$ cat src/rtl/bottling_pkg.sv
// Shared encodings for the pill-bottling controller: FSM states, error codes,
// beeper request codes and the single-digit BCD increment used by the counters.
package bottling_pkg;

    typedef enum logic [2:0] {
        ST_SETTING   = 3'd0,
        ST_RUNNING   = 3'd1,
        ST_SWITCHING = 3'd2,
        ST_DONE      = 3'd3,
        ST_ERROR     = 3'd4,
        ST_FATAL     = 3'd5
    } state_e;

    localparam logic [1:0] ERR_NONE     = 2'd0;
    localparam logic [1:0] ERR_HOPPER   = 2'd1;
    localparam logic [1:0] ERR_CONVEYOR = 2'd2;
    localparam logic [1:0] ERR_ESTOP    = 2'd3;

    localparam logic [1:0] BEEP_OFF   = 2'd0;
    localparam logic [1:0] BEEP_DONE  = 2'd1;
    localparam logic [1:0] BEEP_ERROR = 2'd2;
    localparam logic [1:0] BEEP_FATAL = 2'd3;

    // One BCD digit plus one; 9 (or any non-BCD code) rolls over to 0.
    function automatic logic [3:0] digit_inc(input logic [3:0] d);
        return (d >= 4'd9) ? 4'd0 : d + 4'd1;
    endfunction

endpackage

$ cat src/rtl/bottling_ctrl_p_bcd_counter.sv
// Multi-digit BCD up-counter with synchronous clear. Each digit carries into
// the next on 9 -> 0; an all-nines value wraps to zero.
module bcd_counter
    import bottling_pkg::*;
#(
    parameter int DIGITS = 3
) (
    input  logic                  clk,
    input  logic                  rst_n,
    input  logic                  clr,
    input  logic                  inc,
    output logic [4*DIGITS-1:0]   count
);

    logic [4*DIGITS-1:0] count_q;
    logic [4*DIGITS-1:0] count_d;
    logic [4*DIGITS-1:0] count_inc;
    logic                carry;

    // Ripple the +1 through the digits, stopping at the first digit that is not 9.
    always_comb begin
        count_inc = count_q;
        carry     = 1'b1;
        for (int i = 0; i < DIGITS; i++) begin
            if (carry) begin
                count_inc[4*i +: 4] = digit_inc(count_q[4*i +: 4]);
                carry               = (count_q[4*i +: 4] == 4'd9);
            end
        end
    end

    // Clear wins over increment.
    always_comb begin
        count_d = count_q;
        if (clr) begin
            count_d = '0;
        end else if (inc) begin
            count_d = count_inc;
        end
    end

    // Count register with synchronous active-low reset.
    always_ff @(posedge clk) begin
        if (!rst_n) begin
            count_q <= '0;
        end else begin
            count_q <= count_d;
        end
    end

    assign count = count_q;

endmodule

$ cat src/rtl/bottling_ctrl_p.sv
// Pill-bottling controller: button-entered BCD targets, pill and bottle
// counting, changeover and hopper-starvation timing, retry-limited resume.
module bottling_ctrl_p
    import bottling_pkg::*;
#(
    parameter int PILL_DIGITS       = 3,
    parameter int BOTTLE_DIGITS     = 2,
    parameter int SWITCH_MS         = 2000,
    parameter int HOPPER_TIMEOUT_MS = 3000,
    parameter int MAX_RETRIES       = 3,
    localparam int CW = (PILL_DIGITS + BOTTLE_DIGITS > 1) ? $clog2(PILL_DIGITS + BOTTLE_DIGITS) : 1
) (
    input  logic                       clk_1khz,
    input  logic                       switch_clr,
    input  logic                       btn_pos,
    input  logic                       btn_inc,
    input  logic                       btn_start,
    input  logic                       emergency_stop,
    input  logic                       hopper_pulse,
    input  logic                       conveyor_ok,
    output logic [2:0]                 state,
    output logic [CW-1:0]              cursor,
    output logic [4*PILL_DIGITS-1:0]   target_pills,
    output logic [4*BOTTLE_DIGITS-1:0] target_bottles,
    output logic [4*PILL_DIGITS-1:0]   now_pills,
    output logic [4*BOTTLE_DIGITS-1:0] now_bottles,
    output logic [1:0]                 err_code,
    output logic                       bottle_done,
    output logic [1:0]                 beep_req
);

    localparam int TMAX = (SWITCH_MS > HOPPER_TIMEOUT_MS) ? SWITCH_MS : HOPPER_TIMEOUT_MS;
    localparam int TW   = $clog2(TMAX + 1);
    localparam int RW   = (MAX_RETRIES > 0) ? $clog2(MAX_RETRIES + 1) : 1;
    localparam int ND   = PILL_DIGITS + BOTTLE_DIGITS;

    localparam logic [TW-1:0] SWITCH_LOAD = TW'(SWITCH_MS);
    localparam logic [TW-1:0] HOP_LOAD    = TW'(HOPPER_TIMEOUT_MS);
    localparam logic [TW-1:0] TMR_ONE     = TW'(1);
    localparam logic [RW-1:0] RETRY_MAX   = RW'(MAX_RETRIES);
    localparam logic [CW-1:0] CURSOR_LAST = CW'(ND - 1);

    state_e                     state_q, state_d;
    logic [CW-1:0]              cursor_q, cursor_d;
    logic [4*PILL_DIGITS-1:0]   tp_q, tp_d;
    logic [4*BOTTLE_DIGITS-1:0] tb_q, tb_d;
    logic [TW-1:0]              hop_q, hop_d;
    logic [TW-1:0]              sw_q, sw_d;
    logic [RW-1:0]              retries_q, retries_d;
    logic [1:0]                 err_q, err_d;
    logic                       resume_sw_q, resume_sw_d;
    logic                       done_q, done_d;

    logic                       pill_clr, pill_inc, bot_clr, bot_inc;
    logic                       estop_hit;
    logic [4*BOTTLE_DIGITS-1:0] bottles_plus_one;
    logic                       bcarry;

    bcd_counter #(.DIGITS(PILL_DIGITS)) u_pills (
        .clk   (clk_1khz),
        .rst_n (switch_clr),
        .clr   (pill_clr),
        .inc   (pill_inc),
        .count (now_pills)
    );

    bcd_counter #(.DIGITS(BOTTLE_DIGITS)) u_bottles (
        .clk   (clk_1khz),
        .rst_n (switch_clr),
        .clr   (bot_clr),
        .inc   (bot_inc),
        .count (now_bottles)
    );

    // Bottle count as it will read after the bottle now finishing is counted.
    always_comb begin
        bottles_plus_one = now_bottles;
        bcarry           = 1'b1;
        for (int i = 0; i < BOTTLE_DIGITS; i++) begin
            if (bcarry) begin
                bottles_plus_one[4*i +: 4] = digit_inc(now_bottles[4*i +: 4]);
                bcarry                     = (now_bottles[4*i +: 4] == 4'd9);
            end
        end
    end

    // Emergency stop only acts once the line has been started; SETTING and FATAL ignore it.
    always_comb begin
        estop_hit = emergency_stop &&
                    (state_q == ST_RUNNING || state_q == ST_SWITCHING ||
                     state_q == ST_ERROR   || state_q == ST_DONE);
    end

    // Next-state logic: emergency stop first, then per-state events.
    always_comb begin
        state_d     = state_q;
        cursor_d    = cursor_q;
        tp_d        = tp_q;
        tb_d        = tb_q;
        hop_d       = hop_q;
        sw_d        = sw_q;
        retries_d   = retries_q;
        err_d       = err_q;
        resume_sw_d = resume_sw_q;
        done_d      = 1'b0;
        pill_clr    = 1'b0;
        pill_inc    = 1'b0;
        bot_clr     = 1'b0;
        bot_inc     = 1'b0;

        if (estop_hit) begin
            state_d = ST_FATAL;
            err_d   = ERR_ESTOP;
        end else begin
            case (state_q)
                ST_SETTING: begin
                    if (btn_inc) begin
                        for (int i = 0; i < PILL_DIGITS; i++) begin
                            if (cursor_q == CW'(i)) begin
                                tp_d[4*i +: 4] = digit_inc(tp_q[4*i +: 4]);
                            end
                        end
                        for (int i = 0; i < BOTTLE_DIGITS; i++) begin
                            if (cursor_q == CW'(PILL_DIGITS + i)) begin
                                tb_d[4*i +: 4] = digit_inc(tb_q[4*i +: 4]);
                            end
                        end
                    end
                    if (btn_pos) begin
                        cursor_d = (cursor_q == CURSOR_LAST) ? '0 : cursor_q + CW'(1);
                    end
                    if (btn_start && (tp_q != '0) && (tb_q != '0)) begin
                        state_d   = ST_RUNNING;
                        pill_clr  = 1'b1;
                        bot_clr   = 1'b1;
                        hop_d     = HOP_LOAD;
                        retries_d = '0;
                        err_d     = ERR_NONE;
                    end
                end
                ST_RUNNING: begin
                    if (now_pills == tp_q) begin
                        bot_inc = 1'b1;
                        done_d  = 1'b1;
                        sw_d    = SWITCH_LOAD;
                        state_d = (bottles_plus_one == tb_q) ? ST_DONE : ST_SWITCHING;
                    end else if (hopper_pulse) begin
                        pill_inc = 1'b1;
                        hop_d    = HOP_LOAD;
                    end else if (hop_q <= TMR_ONE) begin
                        hop_d       = '0;
                        state_d     = ST_ERROR;
                        err_d       = ERR_HOPPER;
                        resume_sw_d = 1'b0;
                    end else begin
                        hop_d = hop_q - TMR_ONE;
                    end
                end
                ST_SWITCHING: begin
                    if (sw_q <= TMR_ONE) begin
                        sw_d = '0;
                        if (conveyor_ok) begin
                            state_d  = ST_RUNNING;
                            pill_clr = 1'b1;
                            hop_d    = HOP_LOAD;
                        end else begin
                            state_d     = ST_ERROR;
                            err_d       = ERR_CONVEYOR;
                            resume_sw_d = 1'b1;
                        end
                    end else begin
                        sw_d = sw_q - TMR_ONE;
                    end
                end
                ST_ERROR: begin
                    if (btn_start) begin
                        if (retries_q == RETRY_MAX) begin
                            state_d = ST_FATAL;
                        end else begin
                            retries_d = retries_q + RW'(1);
                            err_d     = ERR_NONE;
                            if (resume_sw_q) begin
                                state_d = ST_SWITCHING;
                                sw_d    = SWITCH_LOAD;
                            end else begin
                                state_d = ST_RUNNING;
                                hop_d   = HOP_LOAD;
                            end
                        end
                    end
                end
                ST_DONE: begin
                    if (btn_start) begin
                        state_d  = ST_SETTING;
                        pill_clr = 1'b1;
                        bot_clr  = 1'b1;
                    end
                end
                ST_FATAL: begin
                    state_d = ST_FATAL;
                end
                default: begin
                    state_d = ST_SETTING;
                end
            endcase
        end
    end

    // Controller registers with synchronous active-low reset.
    always_ff @(posedge clk_1khz) begin
        if (!switch_clr) begin
            state_q     <= ST_SETTING;
            cursor_q    <= '0;
            tp_q        <= '0;
            tb_q        <= '0;
            hop_q       <= '0;
            sw_q        <= '0;
            retries_q   <= '0;
            err_q       <= ERR_NONE;
            resume_sw_q <= 1'b0;
            done_q      <= 1'b0;
        end else begin
            state_q     <= state_d;
            cursor_q    <= cursor_d;
            tp_q        <= tp_d;
            tb_q        <= tb_d;
            hop_q       <= hop_d;
            sw_q        <= sw_d;
            retries_q   <= retries_d;
            err_q       <= err_d;
            resume_sw_q <= resume_sw_d;
            done_q      <= done_d;
        end
    end

    // Beeper request is a pure decode of the current state.
    always_comb begin
        beep_req = BEEP_OFF;
        case (state_q)
            ST_DONE:  beep_req = BEEP_DONE;
            ST_ERROR: beep_req = BEEP_ERROR;
            ST_FATAL: beep_req = BEEP_FATAL;
            default:  beep_req = BEEP_OFF;
        endcase
    end

    assign state          = state_q;
    assign cursor         = cursor_q;
    assign target_pills   = tp_q;
    assign target_bottles = tb_q;
    assign err_code       = err_q;
    assign bottle_done    = done_q;

endmodule

$ cat config.mk
export PLATFORM = sky130hd
export DESIGN_NAME = bottling_ctrl_p
export DESIGN_NICKNAME = d
export VERILOG_FILES = /design/src/rtl/bottling_pkg.sv /design/src/rtl/bottling_ctrl_p_bcd_counter.sv /design/src/rtl/bottling_ctrl_p.sv
export SDC_FILE = /design/constraint.sdc
export NUM_CORES = 1
export LEC_CHECK = 0
export ABC_CLOCK_PERIOD_IN_PS = 2300
export CORE_MARGIN = 10
export CORE_UTILIZATION = 52
export DETAILED_ROUTE_END_ITERATION = 12
export GPL_ROUTABILITY_DRIVEN = 0
export PLACE_DENSITY = 0.78
export REMOVE_ABC_BUFFERS = 1
export SETUP_SLACK_MARGIN = 0.1
export SYNTH_ARGS = -nofsm -noshare
export SYNTH_HDL_FRONTEND = slang
export SYNTH_SLANG_ARGS = --single-unit
$ cat constraint.sdc
create_clock -name clk_1khz -period 2.3 [get_ports clk_1khz]
set_input_delay 0.23 -clock clk_1khz [delete_from_list [all_inputs] [get_ports clk_1khz]]
set_output_delay 0.23 -clock clk_1khz [all_outputs]
set_load 0.02 [all_outputs]
# Word-level counts from Yosys, hierarchy flattened
# Index checks and enable logic that the tools add are counted.
# word_totals
regBits	76
in_bits	8
out_inout_bits	51
word_cells	197
# classes
add_sub_neg	14
order_cmp	12
n_eq_ne	41
muxes	77
bitwise	2
n_reduce_logical	33
# ops
op	count
two-way mux 12 bit	14
one-hot mux 12 bit (4 select lines)	1
two-way mux 4 bit	11
adder 4 x 1 -> 4 bit, second input constant	10
greater-or-equal comparator 4 bit, second input constant	10
one-hot mux 12 bit (3 select lines)	1
two-way mux 3 bit	11
<= comparator 12 x 1 -> 1 bit, second input constant	2
two-way mux 2 bit	12
subtractor 12 x 1 -> 12 bit, second input constant	2
inequality test 3 bit, second input constant	7
two-way mux 1 bit	20
inequality test 2 bit, second input constant	10
AND reduction 4 bit	5
one-hot mux 3 bit (6 select lines)	1
AND reduction 6 bit	3
AND reduction 9 bit	2
== test 12 bit	1
== test 3 x 2 -> 1 bit, second input constant	4
== test 4 bit, second input constant	3
nonzero test 12 bit	1
== test 3 bit, second input constant	3
inequality test 3 x 2 -> 1 bit, second input constant	3
== test 8 bit	1
other kinds (27)	41

# Longest topological paths before layout
# logic_depth
ltp_word	8
ltp_mapped	9
ltp_nobuf	8

# Hierarchy
# Synthesis repeated with hierarchy kept, for this count alone.
# hier_totals
hier_cells	641
area_unflattened_um2	5308.8
# by_module_without_submodules
module	instances	cells_per_inst	area_per_inst_um2	seq_area_each_um2
bottling_ctrl_p	1	508	4129.0	1121.1
bcd_counter (u_pills)	1	82	721.9	240.2
bcd_counter (u_bottles)	1	51	457.9	160.2

# Least setup slack after synthesis
# OpenSTA, ideal clock, no wires.
# synth_path
path_kind	register -> register
start	register u_bottles.count_q[5], in the netlist u_bottles.count[5]
end	register state_q[0], in the netlist state[0]
setup_time_ns	0.095
arrival_ns	2.528
required_ns	2.205
slack_ns	-0.323
stages_incl_launch_ff	10
path_buffers	1
synth_period_minus_slack_ns	2.623
cell_sequence	dfxtp_1 -> inv_1 -> ha_1 -> or3b_2 -> clkbuf_1 -> a2111oi_0 -> a211oi_1 -> a2111oi_0 -> nand4b_1 -> a221oi_1
# synth_between
elab_chain_len	8
word_cells_on_any_way	9
classes_between	add/sub: 1; order compare: 1; eq/ne: 1; mux: 6
# synth_rtl
element	line_no	text
start: declaration	bottling_ctrl_p_bcd_counter.sv:15	logic [4*DIGITS-1:0] count_q;
start signal: assignment	bottling_ctrl_p_bcd_counter.sv:47	count_q <= count_d;
adder 4 x 1 -> 4 bit / greater-or-equal comparator 4 bit (equally long branches)	bottling_pkg.sv:26	return (d >= 4'd9) ? 4'd0 : d + 4'd1;
two-way mux 4 bit	bottling_pkg.sv:26	
two-way mux 4 bit *	bottling_ctrl_p.sv:80	if (bcarry) begin
== test 8 bit *	bottling_ctrl_p.sv:146	state_d = (bottles_plus_one == tb_q) ? ST_DONE : ST_SWITCHING;
two-way mux 1 bit *	bottling_ctrl_p.sv:146	
two-way mux 3 bit *	bottling_ctrl_p.sv:142	if (now_pills == tp_q) begin
one-hot mux 3 bit (6 select lines) *	bottling_ctrl_p.sv:115	case (state_q)
two-way mux 3 bit *	bottling_ctrl_p.sv:111	if (estop_hit) begin
end signal: assignment	bottling_ctrl_p.sv:223	state_q <= state_d;
end: declaration	bottling_ctrl_p.sv:43	state_e state_q, state_d;
# Every way passes the cells marked *; elsewhere a longest branch is shown, timed or not.
# A chain may end at the register's enable or synchronous reset.

# Worst setup path after layout
# layout_path
start	register u_bottles.count_q[0], in the netlist u_bottles.count[0]
end	register state_q[0], in the netlist state[0]
# layout_between
elab_chain_len	7
word_cells_on_any_way	10
classes_between	add/sub: 1; order compare: 1; eq/ne: 2; mux: 6
# layout_rtl
element	line_no
adder 4 x 1 -> 4 bit (tied with other cells)	bottling_pkg.sv:26
two-way mux 4 bit, on equally long branches	bottling_pkg.sv:26, bottling_ctrl_p.sv:80
== test 8 bit *	bottling_ctrl_p.sv:146
two-way mux 1 bit *	bottling_ctrl_p.sv:146
two-way mux 3 bit *	bottling_ctrl_p.sv:142
one-hot mux 3 bit (6 select lines) *	bottling_ctrl_p.sv:115
two-way mux 3 bit *	bottling_ctrl_p.sv:111
# Marked as above.

==> run summary <==
grt met3 use: 0.0605
share of the synthesized area in the top cell type: 0.298
cts bufs inserted: 9
chip height: 119 um
number of port buffers: 58
antenna violations before repair: 0
RSZ-0062 raised after global routing: true
achievable frequency: 426 MHz
number of global-route vias before repair: 5280
Top Ports: 59
hpwl dp: 11100 um
largest net degree at the start of global routing: 31
Root Buffer: clkbuf_8
Finished Cell Area: 0.00747 mm^2
Area Growth Syn to Fin: 46.5%
CP Launch Type: register
Largest stage delay, worst path: 0.39 ns
core box area: 0.00968 mm^2
cells along the critical path: inv_1, ha_2, or3b_4, a21boi_0, xnor2_1, a211oi_1, nand4b_1, a221oi_1
Final setup viols: 2
Peak VDD IR: 0.551 mV
Final #Nets: 871
met2 Use GR: 0.359
router iterations before antenna repair: 6
initial core utilization: 0.526
Worst Path Arrival: 2.61 ns
Post-synth ARST share: 0
Synth Flop Type: dfxtp_1
Crit Path Class: reg -> reg
first-pass GRT wire length: 25200 um
register area: 0.00154 mm^2
vias per inst: 6.14
Worst Tran Pin Value: 0.569 ns
Leak: 0.00303 uW
Routed Wire Length: 17500 um
register area share after synthesis: 0.298
CTS tree: done
die footprint: 0.0142 mm^2
met1 GRT Util: 0.242
Synth area leader: dfxtp_1
HP Class: reg -> reg
Clock Skews: 0.0125 ns
PD cells: 1120 mW/mm^2
final setup TNS: -0.0510 ns
Max Cap Viol: 0
most common cell in the synthesized netlist: dfxtp_1
# rows: 36
Critical path buffers and inverters: 1
Critical Path End Type: register
Post-Syn Instances: 656
Fin. Hold Viols: 0
Yosys warnings: 0
fin worst setup slack: -0.0451 ns
main area contributors after synthesis: dfxtp_1 30%, ha_1 11%, a21oi_1 5.4%
Slew Limit Headroom: 0.616
Placed Area: 0.00646 mm^2
GR Overflow Total: 0
Tcrit/Tclk final: 1.02
Post-synth EDFFs: 0
Synth Area per Inst: 7.77 um^2
CTS Hold Bufs: 0
Crit path required time: 2.57 ns
post-synthesis register bit count: 76
Via Count: 5884
CP delay by family, top: compound AO/OA/AOI/OAI gates
number of filler cells placed in the layout: 613
# DRC: 0
clock-pin slew on the worst setup and hold paths: 0.08 ns
Min Clock Period, post-route: 2.35 ns
DRT antenna net count: 0
worst-case clock buffer depth: 2
cell area after synthesis: 0.00510 mm^2
Pins Over Slew Limit: 0
synth unique cells: 68
run status: finished with violations
crit-path max FO: 3
global-route usage over all layers: 0.206
gr busiest metal: met2
fraction of layout cells with a size suffix above 1: 0.303
wire per inst: 18.3 um
area of the multi-input gates: 0.00381 mm^2
clock latency on the worst-skew pair: 0.37 ns
most instantiated cells after synthesis: 76 x dfxtp_1, 70 x nor2_1, 55 x a21oi_1
DR iter-0 viols: 534
CTS H-tree depth: 3
diode count: 0
slowest CP cell: or3b_4
die span in x: 119 um
clk sinks: 76
failing checks: setup timing
## power by group
group	total [uW]	internal (uW)	switching [uW]
clock network	1200	674	522
logic	5490	2570	2920
registers	1690	1510	179
total	8380	4760	3620
## sequential cells by signal, indices dropped and copies added, names as in the netlist
name	count
bottle_done	1
cursor	3
err_code	2
hop_q	12
resume_sw_q	1
retries_q	2
state	3
sw_q	12
target_bottles	8
target_pills	12
u_bottles.count	8
u_pills.count	12
## layer usage
metal	up-vias	wire length [um]
met5	-	0
met4	0	616
met2	317	8710
li1	2694	-
met3	72	1370
met1	2801	6840
## metrics by stage
stage / std cells / setup WS (ns) / hold WS [ns] / util / total power [uW]
6_report: 958 / -0.0451 / 0.478 / 0.771 / 8380
5_1_grt: 958 / -0.149 / 0.485 / 0.771 / 8830
4_1_cts: 938 / 0.0408 / 0.480 / 0.710 / 7190
3_5_place_dp: 917 / -0.285 / 0.469 / 0.667 / 5690
3_3_place_gp: 917 / -0.151 / 0.462 / 0.667 / 5560
2_1_floorplan: 631 / -0.294 / 0.370 / - / 4070
## layout by cell type, fill, tap and decap left out, drive strengths merged, types with 4 or more instances in the layout
master	n
clkbuf	15
nand3	22
a41oi	4
nor2	71
or3	13
nor3	28
a221oi	4
or4b	4
inv	41
a2111oi	4
xor2	22
nand2	50
or4	4
a31oi	7
buf	118
nor4	11
nand4b	5
dfxtp	76
xnor2	8
o21ai	40
a21oi	55
mux2i	5
ha	43
or3b	6
nand4	8
o211ai	4
or2	5
o31ai	9
nor2b	5
nand2b	12
clkdlybuf4s50	57
a211oi	6
o21a	4
nand3b	4
and3	11
## kinds of logic after synthesis
logic type,Yosys count,synth area share
AO/OA/AOI/OAI,168,0.211
XOR/XNOR,30,0.0515
adder cells (fa/ha/maj),43,0.106
buffers and inverters,66,0.0488
flip-flops,76,0.298
multiplexers,5,0.00982
AND/OR/NAND/NOR,268,0.275
## timing repair
item | CTS | global route
pin swaps | 12 | 37
buffers inserted | 4 | 19
cloned | 1 | 3
resized for setup | 42 | 103
setup endpoints to repair | 41 | 59
## final cells by class
cell class                 instances  share of cell area
multi-input combinational        514               0.510
timing repair buffer             178               0.210
sequential                        76               0.207
tap                              133              0.0223
clock buffer                      13              0.0213
inverter                          41              0.0206
clock inverter                     3             0.00921
## worst register-to-register path: stages (launching register included)
cell,delay [ns]
dfxtp_2,0.34
inv_1,0.06
ha_2,0.18
or3b_4,0.39
a21boi_0,0.34
xnor2_1,0.14
a211oi_1,0.38
nand4b_1,0.16
a221oi_1,0.27
## worst paths after layout
path | from | end | slack [ns] | cells past startpoint
setup / recovery | u_bottles.count[0]$_SDFFE_PP0P_ | state[0]$_SDFFE_PN0P_ | -0.05 | 8
setup reg to reg | u_bottles.count[0]$_SDFFE_PP0P_ | state[0]$_SDFFE_PN0P_ | -0.05 | 8
hold reg to reg | err_code[1]$_SDFFE_PN0P_ | err_code[1]$_SDFFE_PN0P_ | 0.48 | 2
hold / removal | err_code[1]$_SDFFE_PN0P_ | err_code[1]$_SDFFE_PN0P_ | 0.48 | 2
(Power assumes the default switching activity.)
